==> src/rtl/display_c2_mux_pkg.sv <==
`default_nettype none
// ============================================================================
// Module : display_c2_mux_pkg
// Brief  : Glyph codes, active-high segment patterns and FSM encodings shared
//          by the signed multiplexed 7-segment driver.
// Rev    : 1.0
// ============================================================================
package display_c2_mux_pkg;

    // glyph codes 0..9 are the decimal numerals themselves
    localparam logic [3:0] c_gly_blank = 4'hA;
    localparam logic [3:0] c_gly_minus = 4'hB;

    // active-high segment patterns, bit order {g,f,e,d,c,b,a}
    localparam logic [6:0] c_seg_0     = 7'h3F;
    localparam logic [6:0] c_seg_1     = 7'h06;
    localparam logic [6:0] c_seg_2     = 7'h5B;
    localparam logic [6:0] c_seg_3     = 7'h4F;
    localparam logic [6:0] c_seg_4     = 7'h66;
    localparam logic [6:0] c_seg_5     = 7'h6D;
    localparam logic [6:0] c_seg_6     = 7'h7D;
    localparam logic [6:0] c_seg_7     = 7'h07;
    localparam logic [6:0] c_seg_8     = 7'h7F;
    localparam logic [6:0] c_seg_9     = 7'h6F;
    localparam logic [6:0] c_seg_blank = 7'h00;
    localparam logic [6:0] c_seg_minus = 7'h40;

    localparam logic [1:0] c_st_idle = 2'd0;
    localparam logic [1:0] c_st_conv = 2'd1;
    localparam logic [1:0] c_st_upd  = 2'd2;

    // ceil(width*log10(2)) + 1 BCD nibbles, log10(2) approximated as 0.30103
    function automatic int nb_for(input int width);
        return (width * 30103 + 99999) / 100000 + 1;
    endfunction

endpackage
`default_nettype wire

==> src/rtl/display_c2_mux_seg7_glyph.sv <==
`default_nettype none
// ============================================================================
// Module : seg7_glyph
// Brief  : Combinational glyph code to active-high 7-segment pattern.
// Rev    : 1.0
// ============================================================================
module seg7_glyph
    import display_c2_mux_pkg::*;
(
    input  logic [3:0] i_code,
    output logic [6:0] o_seg
);

    always_comb begin
        o_seg = c_seg_blank;
        case (i_code)
            4'd0:        o_seg = c_seg_0;
            4'd1:        o_seg = c_seg_1;
            4'd2:        o_seg = c_seg_2;
            4'd3:        o_seg = c_seg_3;
            4'd4:        o_seg = c_seg_4;
            4'd5:        o_seg = c_seg_5;
            4'd6:        o_seg = c_seg_6;
            4'd7:        o_seg = c_seg_7;
            4'd8:        o_seg = c_seg_8;
            4'd9:        o_seg = c_seg_9;
            c_gly_minus: o_seg = c_seg_minus;
            default:     o_seg = c_seg_blank;
        endcase
    end

endmodule
`default_nettype wire

==> src/rtl/display_c2_mux.sv <==
`default_nettype none
// ============================================================================
// Module : display_c2_mux
// Brief  : Signed value capture, sequential double-dabble BCD conversion and
//          time-multiplexed 7-segment scan with sign and overflow glyphs.
// Rev    : 1.0
// ============================================================================
module display_c2_mux
    import display_c2_mux_pkg::*;
#(
    parameter int WIDTH       = 8,
    parameter int DIGITS      = 4,
    parameter int REFRESH_DIV = 50000,
    parameter int ACTIVE_LOW  = 1
) (
    input  logic              clk,
    input  logic              rst,
    input  logic [WIDTH-1:0]  valor,
    input  logic              load,
    output logic              busy,
    output logic              overflow,
    output logic [6:0]        seg,
    output logic [DIGITS-1:0] an
);

    localparam int NB = nb_for(WIDTH);
    localparam int XB = (NB > DIGITS) ? NB : DIGITS;
    localparam int CW = $clog2(WIDTH);
    localparam int RW = (REFRESH_DIV > 1) ? $clog2(REFRESH_DIV) : 1;
    localparam int IW = $clog2(DIGITS);

    localparam logic [CW-1:0]     c_last_bit     = CW'(WIDTH - 1);
    localparam logic [RW-1:0]     c_refresh_last = RW'(REFRESH_DIV - 1);
    localparam logic [IW-1:0]     c_idx_last     = IW'(DIGITS - 1);
    localparam logic              c_low          = (ACTIVE_LOW != 0);
    localparam logic [6:0]        c_seg_off      = c_low ? 7'h7F : 7'h00;
    localparam logic [DIGITS-1:0] c_an_off       = c_low ? {DIGITS{1'b1}} : {DIGITS{1'b0}};

    logic [1:0]              r_state;
    logic [CW-1:0]           r_cnt;
    logic                    r_sign;
    logic [WIDTH-1:0]        r_mag;
    logic [4*NB-1:0]         r_bcd;
    logic [DIGITS-1:0][3:0]  r_glyph;
    logic                    r_overflow;
    logic [RW-1:0]           r_refresh;
    logic [IW-1:0]           r_idx;
    logic [6:0]              r_seg;
    logic [DIGITS-1:0]       r_an;

    logic [WIDTH-1:0]        w_abs;
    logic [4*NB-1:0]         w_adj;
    logic [4*XB-1:0]         w_bcdx;
    logic                    w_ovf;
    logic                    w_seen;
    logic [DIGITS-1:0][3:0]  w_glyph_nx;
    logic [DIGITS-1:0]       w_onehot;
    logic [3:0]              w_cur;
    logic [6:0]              w_seg_ah;

    // -2^(WIDTH-1) negates to itself, which read unsigned is the right magnitude
    assign w_abs = valor[WIDTH-1] ? (~valor + WIDTH'(1)) : valor;

    always_comb begin
        w_adj = r_bcd;
        for (int i = 0; i < NB; i++) begin
            if (r_bcd[4*i +: 4] >= 4'd5) begin
                w_adj[4*i +: 4] = r_bcd[4*i +: 4] + 4'd3;
            end
        end
    end

    always_comb begin
        w_bcdx = '0;
        w_bcdx[4*NB-1:0] = r_bcd;
        w_ovf = 1'b0;
        for (int i = DIGITS - 1; i < XB; i++) begin
            if (w_bcdx[4*i +: 4] != 4'd0) w_ovf = 1'b1;
        end
        // scan from the most significant magnitude digit to blank leading zeros
        w_seen = 1'b0;
        w_glyph_nx = '0;
        for (int i = DIGITS - 2; i >= 0; i--) begin
            if ((w_bcdx[4*i +: 4] != 4'd0) || (i == 0)) w_seen = 1'b1;
            w_glyph_nx[i] = w_ovf ? c_gly_minus : (w_seen ? w_bcdx[4*i +: 4] : c_gly_blank);
        end
        w_glyph_nx[DIGITS-1] = (w_ovf || (r_sign && (r_bcd != '0))) ? c_gly_minus : c_gly_blank;
    end

    always_ff @(posedge clk) begin
        if (rst) begin
            r_state    <= c_st_idle;
            r_cnt      <= '0;
            r_sign     <= 1'b0;
            r_mag      <= '0;
            r_bcd      <= '0;
            r_glyph    <= {DIGITS{c_gly_blank}};
            r_overflow <= 1'b0;
        end else begin
            case (r_state)
                c_st_conv: begin
                    r_bcd <= {w_adj[4*NB-2:0], r_mag[WIDTH-1]};
                    r_mag <= {r_mag[WIDTH-2:0], 1'b0};
                    r_cnt <= r_cnt + 1'b1;
                    if (r_cnt == c_last_bit) r_state <= c_st_upd;
                end
                c_st_idle, c_st_upd: begin
                    if (r_state == c_st_upd) begin
                        r_glyph    <= w_glyph_nx;
                        r_overflow <= w_ovf;
                    end
                    r_state <= c_st_idle;
                    if (load) begin
                        r_sign  <= valor[WIDTH-1];
                        r_mag   <= w_abs;
                        r_bcd   <= '0;
                        r_cnt   <= '0;
                        r_state <= c_st_conv;
                    end
                end
                default: r_state <= c_st_idle;
            endcase
        end
    end

    assign w_onehot = DIGITS'(1) << r_idx;
    assign w_cur    = r_glyph[r_idx];

    seg7_glyph u_glyph (
        .i_code (w_cur),
        .o_seg  (w_seg_ah)
    );

    always_ff @(posedge clk) begin
        if (rst) begin
            r_refresh <= '0;
            r_idx     <= '0;
            r_seg     <= c_seg_off;
            r_an      <= c_an_off;
        end else begin
            if (r_refresh == c_refresh_last) begin
                r_refresh <= '0;
                r_idx     <= (r_idx == c_idx_last) ? '0 : r_idx + 1'b1;
            end else begin
                r_refresh <= r_refresh + 1'b1;
            end
            // enable and pattern come from the same index so they switch together
            r_an  <= c_low ? ~w_onehot : w_onehot;
            r_seg <= c_low ? ~w_seg_ah : w_seg_ah;
        end
    end

    assign busy     = (r_state == c_st_conv);
    assign overflow = r_overflow;
    assign seg      = r_seg;
    assign an       = r_an;

endmodule
`default_nettype wire

==> config.mk <==
export PLATFORM = sky130hd
export DESIGN_NAME = display_c2_mux
export DESIGN_NICKNAME = d
export VERILOG_FILES = /design/src/rtl/display_c2_mux_pkg.sv /design/src/rtl/display_c2_mux_seg7_glyph.sv /design/src/rtl/display_c2_mux.sv
export SDC_FILE = /design/constraint.sdc
export NUM_CORES = 1
export LEC_CHECK = 0
export ABC_CLOCK_PERIOD_IN_PS = 2550
export CAP_MARGIN = 20
export CORE_ASPECT_RATIO = 0.5
export CORE_MARGIN = 10
export CORE_UTILIZATION = 59
export DETAILED_ROUTE_END_ITERATION = 8
export MAX_ROUTING_LAYER = met4
export PLACE_DENSITY = 0.76
export SETUP_SLACK_MARGIN = 0.1
export SLEW_MARGIN = 40
export SYNTH_ARGS = -nofsm -noshare
export SYNTH_HDL_FRONTEND = slang
export SYNTH_HIERARCHICAL = 1
export SYNTH_SLANG_ARGS = --single-unit
==> constraint.sdc <==
create_clock -name clk -period 2.55 [get_ports clk]
set_input_delay 0.51 -clock clk [delete_from_list [all_inputs] [get_ports clk]]
set_output_delay 0.51 -clock clk [all_outputs]
set_load 0.05 [all_outputs]
# After elaboration in Yosys (flattened, before gate mapping)
# Memory sizes are Yosys's and may differ from the RTL's.
# Cells that the tools add are included.
classes:
  n_shift: 1
  bitwise: 3
  n_lt_le_gt_ge: 5
  n_reduce_logical: 13
  n_eq_ne: 7
  n_addsub: 8
  muxes: 26
op_table:
  columns: ["operator", "n"]
  rows:
  - ["two-way mux 4 bit", 9]
  - ["case mux 16 bit (2 select lines)", 1]
  - ["adder 16 x 1 -> 16 bit (second input constant)", 1]
  - ["== test 16 bit (second input constant)", 1]
  - [">= comparator 4 x 3 -> 1 bit (second input constant)", 4]
  - ["two-way mux 16 bit", 1]
  - ["two-way mux 8 bit", 2]
  - ["case mux 8 bit (2 select lines)", 1]
  - ["nonzero test 16 bit", 1]
  - ["adder 4 x 2 -> 4 bit (second input constant)", 3]
  - ["nonzero test 4 bit", 3]
  - ["adder 8 x 1 -> 8 bit (second input constant)", 1]
  - ["binary-select mux 4 bit (select 2 bit)", 1]
  - ["NOT 8 bit", 1]
  - ["NOT 7 bit", 1]
  - ["two-way mux 3 bit", 2]
  - ["case mux 3 bit (2 select lines)", 1]
  - ["AND reduction 2 bit", 3]
  - ["two-way mux 1 bit", 5]
  - ["== test 2 bit (second input constant)", 2]
  - ["two-way mux 2 bit", 2]
  - ["NOT 4 bit", 1]
  - ["case mux 2 bit (2 select lines)", 1]
  - ["OR reduction 2 bit", 2]
  - ["13 further kinds", 13]
totals:
  mem_count: 1
  output_inout_bits: 13
  regBits: 76
  romBits: 112
  wordCells: 78
  inputBits: 11
mem_list:
  columns: ["name", "depth", "width", "read_ports", "rd_ports_with_merged_regs", "write_ports", "line_no", "rtl"]
  rows:
  - ["(no name shown)", 16, 7, 1, 0, 0, "display_c2_mux_seg7_glyph.sv:16", "case (i_code)"]

# Logic depth before layout (Yosys ltp)
logic_depth:
  word_depth: 5
  ltp_mapped: 9

# Hierarchy
# The synthesis kept the hierarchy.
by_module_without_submodules:
  columns: ["module", "cells_each", "n_inst", "area_per_inst_um2"]
  rows:
  - ["display_c2_mux", 382, 1, 3368.2]
  - ["seg7_glyph", 29, 1, 214.0]

# Worst setup path before layout
# No wires, ideal clock.
synth_path:
  kind: "register -> register"
  start: "reg r_idx[0]"
  end: "reg r_seg[0] (netlist: seg[0])"
  setup_time_ns: 0.117
  slack_ns: 0.587
  stages_incl_launch_ff: 10
  synth_period_minus_slack_ns: 1.963
  t_arrival_ns: 1.846
  path_cell_list: "dfxtp_1 clkbuf_1 mux2i_1 a21oi_1 inv_1 ha_1 nor2_2 a21oi_1 o22ai_1 nand2b_1"
synth_between:
  elab_chain_cells: 4
synth_lines:
  columns: ["item", "line_no", "rtl"]
  rows:
  - ["start: declaration", "display_c2_mux.sv:47", "logic [IW-1:0] r_idx;"]
  - ["start signal: assignment", "display_c2_mux.sv:143", "r_idx <= (r_idx == c_idx_last) ? '0 : r_idx + 1'b1;"]
  - ["binary-select mux 4 bit (select 2 bit)", "display_c2_mux.sv:127", "assign w_cur = r_glyph[r_idx];"]
  - ["two-way mux 4 bit (implied by the code)", "display_c2_mux.sv:127", null]
  - ["via w_cur[1]", "display_c2_mux.sv:58", "logic [3:0] w_cur;"]
  - ["memory (16 x 7 bit)", null, null]
  - ["via w_seg_ah[0]", "display_c2_mux.sv:59", "logic [6:0] w_seg_ah;"]
  - ["NOT 7 bit", "display_c2_mux.sv:149", "r_seg <= c_low ? ~w_seg_ah : w_seg_ah;"]
  - ["end signal: assignment", "display_c2_mux.sv:138", "r_seg <= c_seg_off;"]
  - ["end signal: assignment", "display_c2_mux.sv:149", null]
  - ["end: declaration", "display_c2_mux.sv:48", "logic [6:0] r_seg;"]
# The timed path passes the listed nets, and every way through them passes these cells. The select of a mux whose other input is x is not followed.
# A chain may end at the register's enable or synchronous reset.

# Worst setup path in the final report
layout_path:
  start: "reg r_idx[0]"
  end: "reg r_seg[3] (netlist: seg[3])"
# Same word-level chain as after synthesis.

==> impl_metrics.toml <==
[worst_setup_path]
critPathCaptureType = "register"
arrival_ns = 2.36
rr_endpoint = "seg[3]"
critical-path-slowest-cell = "dfxtp_1"
crit_type = "register to register"
path_depth = 8
reg2reg_from = "r_idx[0]"
slowest_delay_ns = 0.59
path_cells = "mux2i_1 -> a21oi_1 -> inv_1 -> ha_1 -> nor2_2 -> a21oi_1 -> o22ai_1 -> nand2b_1"
path_buf_inv = 1
startpoint = "r_idx[0]"
start_kind = "register"
worstPathMaxFanout = 11
critPathTopFamily = "compound AO/OA/AOI/OAI gates"
critPathRequiredTime_ns = 2.76
rrSetupSlack_ns = 0.40
ff2ff_path_depth = 8
cpMostUsedCell = "a21oi_1"

[detailed_routing]
viasPerCell = 5.61
wirelength_um = 7560
drtPass1Iterations = 5
avgRoutedWirePerCell_um = 14.8
drt-initial-drc-count = 258
via_count = 2873
drc = 0
postRouteAntennaNets = 0

[worst_hold_path]
hp-class = "register to register"
min-delay-start = "r_mag[0]"
holdPathEnd = "r_mag[0]"
whs_path_depth = 2

[logic_synthesis]
synth_cells = 411
synth_top_area_share_pct = 40.8
synth-seq-cells = 73
synth.avg_cell_area_um2 = 8.72
ys.flop_type = "dfxtp_1"
netlist_top_cells_count = "dfxtp_1 (73), nor2_1 (51), a21oi_1 (27), nand2_1 (27)"
synth_fp_nets = 445
synth_cell_types = 48
yosysTopAreaCell = "dfxtp_1"
async_flop_share_pct = 0
synth_edf_count = 0
yosysMostFrequentCell = "dfxtp_1"
netlist_area_um2 = 3580
synth_area_leaders = "dfxtp_1 (41%), ha_1 (8.0%), nor2_1 (5.3%)"
yosysWarnings = 6
seq_area_frac_synth_pct = 40.8

[power]
p_seq_share_pct = 44.1
combPwrFrac_pct = 6.2
power.density_nw_per_um2 = 636
intPower_uw = 2100
clockPowerShare_pct = 49.7
swShare_pct = 21.2
p_leak_uw = 0.00163
finalPower_uw = 2670
peakVddDrop_uv = 481
power.switching_uw = 565

[floorplan]
start_util_pct = 63.0
core-area_um2 = 5680
die_h_um = 75.1
rows = 19
die_w_um = 130
dieArea_um2 = 9780
io_pins = 24

[outcome]
status = "complete, no violations"

[placed_design]
port_buffers = 23
dpl-instance-area_um2 = 3880
place_congestion = 0.949
dpl.hpwl_um = 5180
post-place-ws_ns = 0.306

[final_layout]
drive_above_1_share_pct = 7.29
final_area_um2 = 4200
antennaDiodeCount = 0
syn_to_final_growth_pct = 17.2
nets = 469
fillers = 425

[timing]
slew_headroom_pct = 58.5
fin_skew_ns = 0.00516
slew_viol_final = 0
final_hold_viol_count = 0
tightest_slew_ns = 0.620
setup-violations-final = 0
fin_crit_ns = 2.15
tns_ns = 0
post-route-period-util_pct = 84.4
fmax_mhz = 465
grt_setup_unrepaired = "false"
finalWorstSetupSlack_ns = 0.398

[global_route]
grtUsageTotal_pct = 17.0
grt_remaining_overflow = 0
antenna_found_initial = 0
grt_pass1_vias = 2775
grt_max_degree = 49
grt_pass1_wl_um = 13000

[flow_run]
maxCapViolations = 0

[clocking]
clk_path_buf_depth = 2
cts_root_buf = "clkbuf_16"
cts_buffers = 9
postCtsResizedCells = 0
cts_tree = "done"
htree_levels = 3
clk_latency_ns = 0.33
cts.sinks = 73
cts_hold_buffers = 0
cts.reportedPaths.clkPinSlew_ns = 0.06
cts_setup_buffers = 0
==> cell usage in the layout, fill, tap and decap left out, drive strengths merged, types with 4 or more instances in the layout <==
cell           instances
a22oi                  4
nand3                 14
dfxtp                 73
nor3                  15
nor2b                  4
inv                   21
mux2i                 11
o21ai                 18
xor2                   7
nand2b                23
ha                    23
clkdlybuf4s50         22
nand2                 27
clkbuf                10
a21oi                 27
a211oi                 4
a22o                   8
xnor2                 17
nor2                  52
o22ai                  7
buf                    9
nor4                   6
==> logic make-up (layout without fill, tap and decap cells) <==
kind of cell               after synthesis  count (layout)  share of synthesized area [%]
and+or+nand+nor                        160             160                           22.7
buffers and inverters                   39              67                           5.20
DFF                                     73              73                           40.8
xor gates and xnor gates                24              24                           5.87
AOI/OAI and AO/OA                       80              80                           13.7
muxes                                   12              12                           3.70
adders and majority gates               23              23                           8.03
==> power groups by stage <==
stage               combinational (uW)  clock, uW  sequential (uW)
floorplan                          105          0             1200
global placement                   159          0             1200
detailed placement                 163          0             1200
CTS                                165       1350             1180
global route                       182       1410             1180
finish                             165       1330             1180
==> stage by stage <==
| step | util (%) | hold slack [ns] | cells |
|---|---|---|---|
| after floorplan | - | 0.429 | 411 |
| after global placement | 68.3 | 0.446 | 497 |
| after detailed placement | 68.3 | 0.455 | 497 |
| after CTS | 73.9 | 0.463 | 512 |
| after global routing | 73.9 | 0.503 | 512 |
| final | 73.9 | 0.458 | 512 |
==> tightest hold or removal path: stages, from the launching register on <==
cell	delay, ns
dfxtp_1	0.30
nand2_1	0.05
a21oi_1	0.06
==> worst max-delay path by stage <==
stage | end | slack, ns
final | seg[3] | 0.40
after global routing | seg[3] | 0.16
after CTS | seg[3] | 0.40
after detailed placement | r_mag[6] | 0.31
after global placement | r_mag[4] | 0.40
after floorplan | seg[0] | 0.59
==> registers in the layout, summed over array words and instances (netlist names) <==
name,cells
r_state,2
seg,7
r_sign,1
r_mag,8
overflow,1
r_idx,2
r_refresh,16
an,4
r_glyph,13
r_cnt,3
r_bcd,16
==> area by class of cell <==
type / instances / area [um2] / share of cell area, %
multi-input cells: 299 / 1930 / 46.1
well taps: 73 / 91.3 / 2.18
flip-flops and latches: 73 / 1460 / 34.8
repair buffers: 31 / 313 / 7.45
clock inverters: 5 / 80.1 / 1.91
inverters: 21 / 78.8 / 1.88
clock buffers: 10 / 239 / 5.69
==> metal layers <==
layer	share of wire, %	wire length, um	GRT usage (%)
met3	5.1	383	5.89
met2	46	3510	27.4
met5	0	0	-
met4	1.1	82	5.57
met1	47	3590	19.7
Note: power is estimated with default switching activity, not from simulation.
